## config.mk

```make
export PLATFORM = sky130hd
export DESIGN_NAME = gpi_debounce
export DESIGN_NICKNAME = d
export VERILOG_FILES = /design/src/rtl/gpi_pkg.sv /design/src/rtl/gpi_debounce_ch.sv /design/src/rtl/gpi_debounce.sv
export SDC_FILE = /design/constraint.sdc
export NUM_CORES = 1
export LEC_CHECK = 0
export CAP_MARGIN = 40
export CORE_MARGIN = 5
export CORE_UTILIZATION = 55
export DETAILED_ROUTE_END_ITERATION = 16
export DONT_BUFFER_PORTS = 1
export PLACE_DENSITY = 0.7
export SYNTH_ARGS = -nofsm -noshare
export SYNTH_HDL_FRONTEND = slang
export SYNTH_SLANG_ARGS = --single-unit
```

## constraint.sdc

```tcl
create_clock -name clock -period 2.6 [get_ports clock]
set_input_delay 0 -clock clock [delete_from_list [all_inputs] [get_ports clock]]
set_output_delay 0 -clock clock [all_outputs]
set_load 0.03 [all_outputs]
```

## src/rtl/gpi_pkg.sv

```systemverilog
// Shared types, limits and parameter sanity check for the GPI input conditioner.
package gpi_pkg;

  // Per-channel debounce state: STABLE while gpi_db matches the pin,
  // QUALIFY while a differing level is being timed.
  typedef enum logic {
    STABLE  = 1'b0,
    QUALIFY = 1'b1
  } db_state_t;

  localparam int GPI_SYNC_MIN = 2;
  localparam int GPI_SYNC_MAX = 4;

  // True when the parameter set is usable: at least two qualification
  // cycles and a synchroniser depth inside the supported range.
  function automatic bit gpi_params_ok(input int sync_stages, input int debounce_cycles);
    return (debounce_cycles >= 2) &&
           (sync_stages >= GPI_SYNC_MIN) &&
           (sync_stages <= GPI_SYNC_MAX);
  endfunction

endpackage

```

## src/rtl/gpi_debounce_ch.sv

```systemverilog
// One GPI channel: pin synchroniser, qualification counter FSM, registered
// rise/fall pulses and a sticky event flag with a per-channel clear.
module gpi_debounce_ch
  import gpi_pkg::*;
#(
  parameter int   SYNC_STAGES     = 2,
  parameter int   DEBOUNCE_CYCLES = 480000,
  parameter logic RESET_LEVEL     = 1'b0
) (
  input  logic clock,
  input  logic reset,
  input  logic gpi_raw,
  input  logic evt_clr,
  output logic gpi_db,
  output logic rise_pulse,
  output logic fall_pulse,
  output logic evt_pending
);

  // Wide enough to hold DEBOUNCE_CYCLES; the count never passes DEBOUNCE_CYCLES-1.
  localparam int CNT_W = $clog2(DEBOUNCE_CYCLES + 1);
  localparam logic [CNT_W-1:0] CNT_ONE  = CNT_W'(1);
  localparam logic [CNT_W-1:0] CNT_LAST = CNT_W'(DEBOUNCE_CYCLES - 1);

  logic [SYNC_STAGES-1:0] sync_reg;
  logic                   sync_lvl;
  db_state_t              state_reg;
  logic [CNT_W-1:0]       cnt_reg;
  logic                   gpi_db_reg;
  logic                   rise_reg;
  logic                   fall_reg;
  logic                   pend_reg;

  // Shift the asynchronous pin through the synchroniser chain; the last
  // stage is the only view of the pin the rest of the channel ever sees.
  always_ff @(posedge clock) begin
    if (reset) begin
      sync_reg <= {SYNC_STAGES{RESET_LEVEL}};
    end else begin
      sync_reg <= {sync_reg[SYNC_STAGES-2:0], gpi_raw};
    end
  end

  assign sync_lvl = sync_reg[SYNC_STAGES-1];

  // Qualification FSM with registered level, edge pulses and sticky flag.
  // The flag's set is written after its clear so that a set on the same
  // edge as a clear leaves the flag high.
  always_ff @(posedge clock) begin
    if (reset) begin
      state_reg  <= STABLE;
      cnt_reg    <= '0;
      gpi_db_reg <= RESET_LEVEL;
      rise_reg   <= 1'b0;
      fall_reg   <= 1'b0;
      pend_reg   <= 1'b0;
    end else begin
      rise_reg <= 1'b0;
      fall_reg <= 1'b0;
      pend_reg <= pend_reg & ~evt_clr;
      case (state_reg)
        STABLE: begin
          if (sync_lvl != gpi_db_reg) begin
            state_reg <= QUALIFY;
            cnt_reg   <= CNT_ONE;
          end
        end
        QUALIFY: begin
          if (sync_lvl == gpi_db_reg) begin
            // Pin fell back before qualifying: discard the attempt.
            state_reg <= STABLE;
            cnt_reg   <= '0;
          end else if (cnt_reg == CNT_LAST) begin
            gpi_db_reg <= sync_lvl;
            rise_reg   <= sync_lvl;
            fall_reg   <= ~sync_lvl;
            pend_reg   <= 1'b1;
            state_reg  <= STABLE;
            cnt_reg    <= '0;
          end else begin
            cnt_reg <= cnt_reg + CNT_ONE;
          end
        end
        default: begin
          state_reg <= STABLE;
          cnt_reg   <= '0;
        end
      endcase
    end
  end

  assign gpi_db      = gpi_db_reg;
  assign rise_pulse  = rise_reg;
  assign fall_pulse  = fall_reg;
  assign evt_pending = pend_reg;

endmodule

```

## src/rtl/gpi_debounce.sv

```systemverilog
// GPI input conditioner: N_CH fully independent debounce channels sitting
// between the board pins and the core's io_gpi_* inputs.
module gpi_debounce
  import gpi_pkg::*;
#(
  parameter int   N_CH            = 1,
  parameter int   SYNC_STAGES     = 2,
  parameter int   DEBOUNCE_CYCLES = 480000,
  parameter logic RESET_LEVEL     = 1'b0
) (
  input  logic            clock,
  input  logic            reset,
  input  logic [N_CH-1:0] gpi_raw,
  output logic [N_CH-1:0] gpi_db,
  output logic [N_CH-1:0] rise_pulse,
  output logic [N_CH-1:0] fall_pulse,
  output logic [N_CH-1:0] evt_pending,
  input  logic [N_CH-1:0] evt_clr
);

  // Refuse to elaborate with a synchroniser depth or debounce length the
  // channel logic was not built for.
  if (!gpi_params_ok(SYNC_STAGES, DEBOUNCE_CYCLES)) begin : g_param_err
    $error("gpi_debounce: SYNC_STAGES must be 2..4 and DEBOUNCE_CYCLES >= 2");
  end

  // One self-contained channel per input pin; nothing is shared between them.
  for (genvar gi = 0; gi < N_CH; gi++) begin : g_ch
    gpi_debounce_ch #(
      .SYNC_STAGES    (SYNC_STAGES),
      .DEBOUNCE_CYCLES(DEBOUNCE_CYCLES),
      .RESET_LEVEL    (RESET_LEVEL)
    ) u_ch (
      .clock      (clock),
      .reset      (reset),
      .gpi_raw    (gpi_raw[gi]),
      .evt_clr    (evt_clr[gi]),
      .gpi_db     (gpi_db[gi]),
      .rise_pulse (rise_pulse[gi]),
      .fall_pulse (fall_pulse[gi]),
      .evt_pending(evt_pending[gi])
    );
  end

endmodule

```

==> flow_metrics.tcl <==
set metrics [dict create \
    syn-cell-area_um2 1300 \
    cts_buffers 3 \
    ir_drop_mv 0.338 \
    relSlewSlack_pct 64.0 \
    initial_utilization_pct 58.3 \
    die-area_um2 3440 \
    rsz0062_at_grt "no" \
    areaGrowthSynthToFinish_pct 6.25 \
    cap_violations 0 \
    overflow 0 \
    final_antenna_net_count 0 \
    yosysTopAreaCellShare_pct 40.0 \
    cts.path.max_buffers 2 \
    antenna_found_initial 0 \
    ios 8 \
    fin_tns_setup_ns 0 \
    p_total_mw 0.638 \
    die_y_um 58.6 \
    cts_setup_buffers 0 \
    grt_max_degree 15 \
    gp_congestion 0.815 \
    hold_path.class "in -> reg" \
    final_cell_mix "26 x dfxtp_1, 12 x nand3_1, 11 x nand2_1" \
    yosysTopAreaCell "dfxtp_1" \
    grt.met3_usage_pct 2.63 \
    grt_usage_pct 16.6 \
    post_dp_cell_area_um2 1320 \
    die_x_um 58.6 \
    fin_skew_ns 0.00463 \
    via_count 1056 \
    hold_slack_ns 0.0361 \
    clk_root_buffer_cell "clkbuf_4" \
    port_buffers 0 \
    worstMarginPinSlew_ns 0.538 \
    p_leak_nw 0.504 \
    layout_commonest_cell "dfxtp_1" \
    num-nets-final 152 \
    seq_area_um2 520 \
    final_core_util_pct 61.9 \
    seq_area_frac_synth_pct 40.0 \
    gr-usage-met2_pct 26.8 \
    hold_viol_final 0 \
    clk_latency_ns 0.32 \
    multiInputGateArea_um2 723 \
    routed_wl_um 2540 \
    num_antenna_cells 0 \
    cts.clk_slew.worst_paths_ns 0.14 \
    use_met1_pct 21.1 \
    ff2ff_setup_slack_ns 0.50 \
    nFillCells 204 \
    row_count 17 \
    period_minus_slack_ns 2.10 \
    ys_types 44 \
    pre_cts_ws_ns 0.528 \
    cp.required_ns 2.88 \
    drive_gt1_share_pct 15.8 \
    largest_reg_flops 19 \
    slew_viol_final 0 \
    via_per_inst 6.07 \
    synth-seq-cells 26 \
    cts_tree "done" \
    drtPass1Iterations 4 \
    status "completed" \
    place_hpwl_um 1800 \
    endpoint_kind "flip-flop" \
    cts_max_level 1 \
    grt_pass1_wl_um 4420 \
    avgSynthCellArea_um2 9.16 \
    layout_worst_path_cycle_share_pct 80.9 \
    cp.arrival_ns 2.38 \
    p_per_area_nw_per_um2 462 \
    syn_nets 147 \
    synth_cells 142 \
    gr-max-usage-layer "met2" \
    clock-sinks 26 \
    critPathMaxFanout 9 \
    route.detailed.drc 0 \
    yosysWarningCount 0 \
    startpoint_type "flip-flop" \
    fin_area_um2 1380 \
    fin_ws_ns 0.497 \
    drt_iter0_markers 37 \
    placed_cells 167 \
    finalSetupViolations 0 \
    core_area_um2 2230 \
    criticalPathCategory "reg -> reg" \
    max_clock_freq_mhz 476 \
    wl_per_cell_um 14.6 \
    grt_pass1_vias 990 \
    fin_cells 174 \
    synthTopCellsByArea "dfxtp_1 40%, nand3_1 4.6%, a21oi_1 3.5%, a31oi_1 3.4%, nand2_1 3.2%" \
]
[power breakdown]
group / total [mW] / internal, mW / switching (mW)
registers: 0.404 / 0.401 / 0.00288
clock network: 0.208 / 0.0857 / 0.122
logic: 0.0263 / 0.0105 / 0.0158
[cell type report]
class	count	share of cell area, %
Inverter	2	0.543
Multi-Input combinational cell	107	52.3
Sequential cell	26	37.6
Tap cell	28	2.53
Clock buffer	4	2.62
Timing Repair Buffer	7	4.34
[layer usage]
layer,up-vias,wire [µm]
li1,539,-
met5,-,0
met2,17,1110
met4,0,63
met1,493,1290
met3,7,79
[Yosys cell counts]
cell / count
and3_2: 1
nand3b_1: 2
nor3b_1: 1
a21oi_1: 9
and3_1: 4
o31ai_2: 3
o221ai_1: 1
inv_1: 2
and4_4: 1
or3_1: 1
nand4_1: 5
xor2_2: 1
and4_1: 2
or3b_1: 1
a31oi_1: 7
and2_1: 1
xnor2_1: 1
nand2_4: 2
ha_1: 1
a22o_1: 2
and2_2: 1
nor2b_1: 3
or2b_1: 1
a21o_2: 1
or3_2: 2
and3_4: 1
clkbuf_1: 3
a22oi_1: 1
a2111oi_0: 1
buf_6: 3
mux2i_1: 3
nor2_1: 8
a221o_1: 1
o21ai_0: 5
buf_2: 1
nor4bb_1: 1
a211oi_4: 1
nor3_1: 2
and2b_2: 1
nand2_1: 11
nand3_1: 12
o31a_1: 2
nor4b_1: 3
dfxtp_1: 26
[final timing paths]
check / start / endpoint / cells past startpoint
worst max-delay path: g_ch[0].u_ch.gpi_db / g_ch[0].u_ch.cnt_reg[17] / 6
worst min-delay path: reset / g_ch[0].u_ch.cnt_reg[18] / 4
worst max register to register: g_ch[0].u_ch.gpi_db / g_ch[0].u_ch.cnt_reg[17] / 6
worst min register to register: g_ch[0].u_ch.sync_reg[0] / g_ch[0].u_ch.sync_reg[1] / 1
[logic make-up (layout without fill, tap and decap cells)]
family                     after synthesis  count (layout)  share of synthesized area, %
muxes                                    3               3                          2.31
AOI/OAI and AO/OA                       34              34                          19.2
DFF                                     26              26                          40.0
xor gates and xnor gates                 2               2                          1.92
buffers and inverters                    9              13                          4.42
adders and majority gates                1               1                         0.961
and+or+nand+nor                         67              67                          31.2
[critical path, stage by stage, from the launching register on]
cell,delay (ns)
dfxtp_1,0.63
xor2_2,0.35
nand2_4,0.12
a211oi_4,0.43
buf_4,0.24
and3_2,0.18
a221o_1,0.11
[repair_timing]
action / in CTS / in global routing
hold buffers: 3 / 0
endpoints found under the hold margin: 22 / 0
gates resized for setup: 0 / 0
Note: power is estimated with default switching activity, not from simulation.
